==> src/rtl/wb_stage_pkg.sv <==
// Shared types and constants for the writeback stage.
// Falls back to the cpu_define.v values for REG_SIZE and the load funct3 codes when that header is absent.
`ifndef REG_SIZE
`define REG_SIZE 5
`endif
`ifndef LB
`define LB 3'b000
`endif
`ifndef LH
`define LH 3'b001
`endif
`ifndef LW
`define LW 3'b010
`endif
`ifndef LBU
`define LBU 3'b100
`endif
`ifndef LHU
`define LHU 3'b101
`endif

package wb_stage_pkg;

  // Only the valid bit is stored; WAIT is decoded from the held load and mem_rvalid.
  typedef enum logic [1:0] {
    ST_EMPTY = 2'd0,
    ST_FULL  = 2'd1,
    ST_WAIT  = 2'd2
  } wb_state_e;

  localparam logic [2:0] F3_LB  = `LB;
  localparam logic [2:0] F3_LH  = `LH;
  localparam logic [2:0] F3_LW  = `LW;
  localparam logic [2:0] F3_LBU = `LBU;
  localparam logic [2:0] F3_LHU = `LHU;

endpackage

==> src/rtl/wb_stage_load_align.sv <==
// load_align: selects the addressed byte/half of a data-memory word and sign/zero-extends it.
module load_align
  import wb_stage_pkg::*;
(
  input  logic [2:0]  funct3,
  input  logic [1:0]  addr_lo,
  input  logic [31:0] rdata,
  output logic [31:0] data
);

  logic [7:0]  byte_sel;
  logic [15:0] half_sel;

  always_comb begin
    byte_sel = rdata[7:0];
    case (addr_lo)
      2'd0: byte_sel = rdata[7:0];
      2'd1: byte_sel = rdata[15:8];
      2'd2: byte_sel = rdata[23:16];
      2'd3: byte_sel = rdata[31:24];
      default: byte_sel = rdata[7:0];
    endcase
    half_sel = addr_lo[1] ? rdata[31:16] : rdata[15:0];

    data = '0;
    case (funct3)
      F3_LB:   data = {{24{byte_sel[7]}}, byte_sel};
      F3_LH:   data = {{16{half_sel[15]}}, half_sel};
      F3_LW:   data = rdata;
      F3_LBU:  data = {24'd0, byte_sel};
      F3_LHU:  data = {16'd0, half_sel};
      default: data = '0;
    endcase
  end

endmodule

==> src/rtl/wb_stage.sv <==
// wb_stage: single-entry writeback stage driving the register file write port and a retire counter.
// Define WB_BYPASS_EN to compile in the same-cycle write-to-read forwarding port (byp_*).
module wb_stage
  import wb_stage_pkg::*;
#(
  parameter int unsigned CNT_W = 32
) (
  input  logic                  clk,
  input  logic                  rst,
  input  logic                  in_valid,
  output logic                  in_ready,
  input  logic [`REG_SIZE-1:0]  in_rd,
  input  logic                  in_wen,
  input  logic                  in_is_load,
  input  logic [2:0]            in_funct3,
  input  logic [1:0]            in_addr_lo,
  input  logic [31:0]           in_alu,
  input  logic                  mem_rvalid,
  input  logic [31:0]           mem_rdata,
  output logic                  rf_wen,
  output logic [`REG_SIZE-1:0]  rf_addr,
  output logic [31:0]           rf_wdata,
`ifdef WB_BYPASS_EN
  input  logic [`REG_SIZE-1:0]  byp_addr,
  input  logic [31:0]           byp_rdata,
  output logic [31:0]           byp_data,
`endif
  output logic [CNT_W-1:0]      retire_cnt
);

  logic                 valid_q;
  logic [`REG_SIZE-1:0] rd_q;
  logic                 wen_q;
  logic                 is_load_q;
  logic [2:0]           funct3_q;
  logic [1:0]           lo_q;
  logic [31:0]          alu_q;

  wb_state_e  state;
  logic       stall;
  logic       complete;
  logic       capture;
  logic [31:0] load_data;

  load_align u_load_align (
    .funct3  (funct3_q),
    .addr_lo (lo_q),
    .rdata   (mem_rdata),
    .data    (load_data)
  );

  always_comb begin
    state = ST_EMPTY;
    if (valid_q) state = (is_load_q && !mem_rvalid) ? ST_WAIT : ST_FULL;
  end

  always_comb begin
    stall    = (state == ST_WAIT);
    complete = (state == ST_FULL);
    in_ready = !stall;
    capture  = in_valid && in_ready;
    rf_wen   = complete && wen_q && (rd_q != '0);
    rf_addr  = valid_q ? rd_q : '0;
    rf_wdata = '0;
    if (complete) rf_wdata = is_load_q ? load_data : alu_q;
  end

`ifdef WB_BYPASS_EN
  always_comb begin
    byp_data = byp_rdata;
    if (rf_wen && (rf_addr == byp_addr)) byp_data = rf_wdata;
  end
`endif

  always_ff @(posedge clk or posedge rst) begin
    if (rst) begin
      valid_q    <= 1'b0;
      rd_q       <= '0;
      wen_q      <= 1'b0;
      is_load_q  <= 1'b0;
      funct3_q   <= '0;
      lo_q       <= '0;
      alu_q      <= '0;
      retire_cnt <= '0;
    end else begin
      valid_q <= capture || stall;
      if (capture) begin
        rd_q      <= in_rd;
        wen_q     <= in_wen;
        is_load_q <= in_is_load;
        funct3_q  <= in_funct3;
        lo_q      <= in_addr_lo;
        alu_q     <= in_alu;
      end
      if (complete) retire_cnt <= retire_cnt + CNT_W'(1);
    end
  end

endmodule

==> config.mk <==
export PLATFORM = sky130hd
export DESIGN_NAME = wb_stage
export DESIGN_NICKNAME = d
export VERILOG_FILES = /design/src/rtl/wb_stage_pkg.sv /design/src/rtl/wb_stage_load_align.sv /design/src/rtl/wb_stage.sv
export SDC_FILE = /design/constraint.sdc
export NUM_CORES = 1
export LEC_CHECK = 0
export CAP_MARGIN = 25
export CORE_UTILIZATION = 25
export DETAILED_ROUTE_END_ITERATION = 7
export SYNTH_ARGS = -nofsm -noshare
export SYNTH_HDL_FRONTEND = slang
export SYNTH_SLANG_ARGS = --single-unit
==> constraint.sdc <==
create_clock -name clk -period 3.9 [get_ports clk]
set_input_delay 0.585 -clock clk [delete_from_list [all_inputs] [get_ports clk]]
set_output_delay 0.585 -clock clk [all_outputs]
set_load 0.02 [all_outputs]
==> results.ini <==
[status]
outcome=finished, final reports clean

[die]
core_um2=17500
die_x_um=136
dieArea_um2=18600
die_h_um=136
io_pins=151
start_util_pct=25.8
fp-row-count=48

[pwr]
pwr_density_cell_nw_per_um2=419
power.share.switching_pct=33.0
p_seq_share_pct=36.4
vdd_drop_max_v=0.000191
clockPowerShare_pct=31.6
p_int_mw=1.84
p_sw_mw=0.908
p_leak_nw=2.66
finalPower_mw=2.75
p_comb_share_pct=31.9

[cts]
htreeDepth=3
post_cts_buffers=0
clkTransAtPathRegs_ns=0.06
cts-resized-gates=0
cts_hold_buf=0
clockRootBuffer=clkbuf_16
clock_latency_ns=0.34
cts_tree=done
cts_buffers=9
clock_sinks=77
cts.path.max_buffers=2

[logic_synthesis]
synthArstFlopShare_pct=100
synth_flop_cell=dfrtp_1
synth_warnings=0
synth-seq-cells=77
synth.distinct_cells=44
synth.yosys.seq_area_share_pct=42.7
syn_inst=428
synth-edff-count=0
syn_avg_cell_area_um2=10.6
syn_area_um2=4520
synthesis.nets=509

[global_routing]
grt_usage_pct=16.0
antenna_found_initial=0
grt_pass1_wl_um=22100
grt-ovfl-total=0
grt_max_degree=38
grt_pass1_vias=3967

[final_layout]
final_layout_size_suffix_gt1_share_pct=16.7
area_growth_pct=45.2
multiInputGateArea_um2=2360
finalNetCount=650
fin_area_um2=6560
n_fill_cell=1710
antenna_cells=0
seq_area_um2=1930
postLayoutCoreUtil_pct=37.5

[setup_path]
crit_fanout=8
startpoint_type=input port
required_ns=3.31
critPathKind=input port to output port
cp.arrival_ns=3.22
end_kind=output port

[sta]
finalCriticalPeriod_ns=3.80
max_freq_mhz=263
timing.hold.ws_ns=0.475
fin_skew_ns=0.00865
fin_setup_tns_ns=0
setup_violations=0
hold_viol_final=0
worst_slew_pin_slew_ns=0.858
slew_viol_final=0
rsz0062_at_grt=false
finalCritPeriodShare_pct=97.5
max_slew_margin_pct=42.6

[placement]
io_buffers=150
dp_hpwl_um=10900
gp_congestion=0.910
dpl_cell_area_um2=6220

[route]
drt-initial-drc-count=171
ant_nets=0
vias=3958
totalWireLength_um=14400
first_pass_iters=4
drc=0
wl_per_cell_um=18.1
viasPerCell=4.95

[hold_path]
worst_hold_path_type=flip-flop to flip-flop

[job]
maxCapViolations=0

[power groups by stage]
stage,combinational [mW],clock [mW],sequential [mW]
2_1_floorplan,0.487,0,1.01
4_1_cts,0.876,0.903,1.00
3_5_place_dp,0.870,0,1.02
5_1_grt,0.944,0.932,1.02
6_report,0.877,0.870,1.00
3_3_place_gp,0.861,0,1.01
[cell families after synthesis]
kind of cell / count (synthesis) / share of synthesized area [%]
AND/OR/NAND/NOR: 119 / 17.0
AO/OA/AOI/OAI: 90 / 13.9
flip-flops: 77 / 42.7
multiplexers: 62 / 15.0
buffers and inverters: 48 / 5.18
XOR/XNOR: 31 / 6.01
adder cells (fa/ha/maj): 1 / 0.277
[state kept, by name, summed over array words and instances, names as in the netlist]
name	cells
alu_q	32
funct3_q	3
is_load_q	1
lo_q	2
rd_q	5
retire_cnt	32
valid_q	1
wen_q	1
[Yosys cell counts (2+ instances only)]
cell type / count / area share [%]
nor4_1: 4 / 0.55
mux2_2: 45 / 11
nand2b_1: 3 / 0.42
o21bai_1: 2 / 0.33
and3_1: 3 / 0.42
dfrtp_1: 77 / 43
a222oi_1: 8 / 1.8
a22oi_1: 7 / 1.2
or3_1: 2 / 0.28
mux2i_1: 17 / 3.8
nor3_1: 4 / 0.44
a211oi_1: 7 / 1.2
inv_1: 16 / 1.3
clkbuf_1: 14 / 1.2
buf_1: 2 / 0.17
nor4_2: 15 / 4.2
buf_2: 12 / 1.3
xnor2_1: 9 / 1.7
nand2_1: 40 / 3.3
a21oi_1: 22 / 2.4
and2_1: 8 / 1.1
o21ai_0: 17 / 1.9
nor2b_1: 2 / 0.28
xor2_1: 22 / 4.3
nor2_1: 6 / 0.50
a22o_1: 16 / 3.1
nand4_1: 8 / 1.1
a221oi_1: 2 / 0.39
nor3b_1: 7 / 1.2
buf_6: 3 / 0.75
nand3_1: 6 / 0.67
and4_1: 4 / 0.78
o211ai_1: 7 / 1.2
[layer usage]
| layer | part of all wire (%) | track usage [%] |
|---|---|---|
| met4 | 3.2 | 8.40 |
| met2 | 46 | 24.9 |
| met3 | 6.3 | 2.95 |
| met5 | 0 | 0 |
| met1 | 44 | 21.0 |
[metrics by stage]
step	setup slack [ns]	instances
after global placement	0.172	781
after floorplan	1.35	428
after CTS	0.149	798
after global routing	0.0301	799
after detailed placement	0.163	782
final	0.0976	799
[worst max-delay path: stages]
cell and delay [ns]:
clkdlybuf4s50_1 0.53, mux2i_1 0.13, mux2i_1 0.18, or4b_1 0.66
a211oi_1 0.44, clkdlybuf4s50_1 0.68
[cell type report]
cell class | count | area share (%)
multi-input combinational | 303 | 35.9
tap | 225 | 4.29
clock buffer | 10 | 3.64
sequential | 77 | 29.4
inverter | 16 | 0.935
clock inverter | 6 | 1.05
timing repair buffer | 162 | 24.8
[worst paths after layout]
| check | depth (start not counted) | end | slack, ns | startpoint |
|---|---|---|---|---|
| min in group asynchronous | 2 | alu_q[14] | 0.59 | rst |
| hold reg to reg | 1 | retire_cnt[31] | 0.48 | retire_cnt[31] |
| max in group asynchronous | 3 | rd_q[1] | 2.71 | rst |
| setup reg to reg | 4 | retire_cnt[23] | 1.63 | retire_cnt[11] |
| setup / recovery | 6 | rf_wdata[10] | 0.1 | mem_rdata[31] |
| hold / removal | 1 | retire_cnt[31] | 0.48 | retire_cnt[31] |
[cells in the final DEF, fill, tap and decap left out, types with 8 or more instances in the layout]
cell,synthesis,final
inv_1,16,15
mux2_2,45,45
buf_4,0,10
nand2_1,40,39
a222oi_1,8,8
xor2_1,22,22
mux2i_1,17,17
xnor2_1,9,9
and2_1,8,8
nor4_2,15,15
a22o_1,16,16
o21ai_0,17,17
a21oi_1,22,22
nand4_1,8,8
clkbuf_16,0,9
dfrtp_1,77,77
clkdlybuf4s50_1,0,150
No activity file was read; power rests on OpenSTA's default activity.
==> RTL edit, RTL diff (same settings) <==
Put one more register stage on the output `retire_cnt`, with the module's reset. The value now appears one clock later. The other outputs are not delayed to match.
--- a/src/rtl/wb_stage.sv
+++ b/src/rtl/wb_stage.sv
@@ -29,2 +29,4 @@
 );
+
+  logic [CNT_W-1:0] retire_cnt_s0;
 
@@ -83,3 +85,3 @@
       alu_q      <= '0;
-      retire_cnt <= '0;
+      retire_cnt_s0 <= '0;
     end else begin
@@ -94,3 +96,11 @@
       end
-      if (complete) retire_cnt <= retire_cnt + CNT_W'(1);
+      if (complete) retire_cnt_s0 <= retire_cnt_s0 + CNT_W'(1);
+    end
+  end
+
+  always_ff @(posedge clk or posedge rst) begin
+    if (rst) begin
+      retire_cnt <= '0;
+    end else begin
+      retire_cnt <= retire_cnt_s0;
     end
Check against the original RTL: not equivalent (a bounded check fails within 4 cycles, from zero or initial values and one cycle with rst high).
==> RTL edit against the unedited design <==
  * Highest routed layer unchanged
  * First-iteration DRC count rose by 9.9%
  * Synthesized area grew 13%
  * Sequential cell count up 32
  * Die area rose by 13%
  * Via count is 5.4% higher
  * Total power is 14% higher
  * Worst hold slack worse by 0.053 ns
  * Routed wire length up 11%
  * Worst setup slack improved by 0.13 ns
  * Cell area increased by 10%
==> RTL edit: results <==
[synthesis]
synth_top_area_share_pct = 53.3
synth.area.mux_share_pct = 13.2
synthTopCellsByArea = dfrtp_1, mux2_2, xor2_1
synth-seq-area-share_pct = 53.3
synth-compound-area-share_pct = 12.2
synth-adder-area-share_pct = 0.245

[layout]
clockNetworkAreaShare_pct = 4.19
drive_above_1_share_pct = 13.0
multi_input_cells = 300
fin_nets = 676
multi_input_area_mm2 = 0.00221
buffer_area_share_pct = 22.1
seq_cells = 109
clock_buffers = 9

[critical_path]
endpoint = rf_wdata[11]
arrival_ns = 3.09
r2r_start = valid_q
startpoint = mem_rdata[23]
rr_endpoint = alu_q[17]

[power]
pwr-share-seq_pct = 43.6
ir_worst_vdd_v = 0.000225
leakage_nw = 3.06
p_comb_mw = 0.845

[hold_path]
hold_start = retire_cnt_s0[31]
holdPathStages = 0
min_to = retire_cnt[31]

[grt]
use_met1_pct = 20.1
grt_max_degree = 73
use_met2_pct = 25.5
grt_first_pass_wirelength_mm = 25.4
grt_pass1_vias = 4402

[outcome]
outcome = finished, final reports clean

[clock_network]
clk_pin_slew_ns = 0.08
clk_latency_ns = 0.36

[route]
routed_wl_mm = 16.1
via_count = 4170
dr.pass1.iters = 5

[timing]
slew_headroom_pct = 46.4
[RTL edit: through the flow]
step | total power, mW | worst slack (ns) | instance area (µm²) | hold slack, ns | cells
floorplan | 1.84 | 0.441 | 5110 | 0.372 | 451
CTS | 3.17 | 0.230 | 7220 | 0.425 | 865
finish | 3.13 | 0.230 | 7220 | 0.422 | 865
global route | 3.28 | 0.0969 | 7220 | 0.444 | 865
global placement | 2.23 | 0.312 | 6920 | 0.388 | 849
detailed placement | 2.24 | 0.254 | 6920 | 0.406 | 849
[RTL edit: critical path, stage by stage]
cell             delay (ns)
clkdlybuf4s50_1        0.54
mux2i_1                0.12
mux2i_1                0.16
or4b_1                 0.67
a211oi_1               0.34
clkdlybuf4s50_1        0.66
[RTL edit: routing by layer]
metal / vias up / routed length [µm]
met2: 143 / 7460
met3: 17 / 1080
met4: 0 / 347
met1: 2095 / 7170
met5: - / 0
li1: 1915 / -
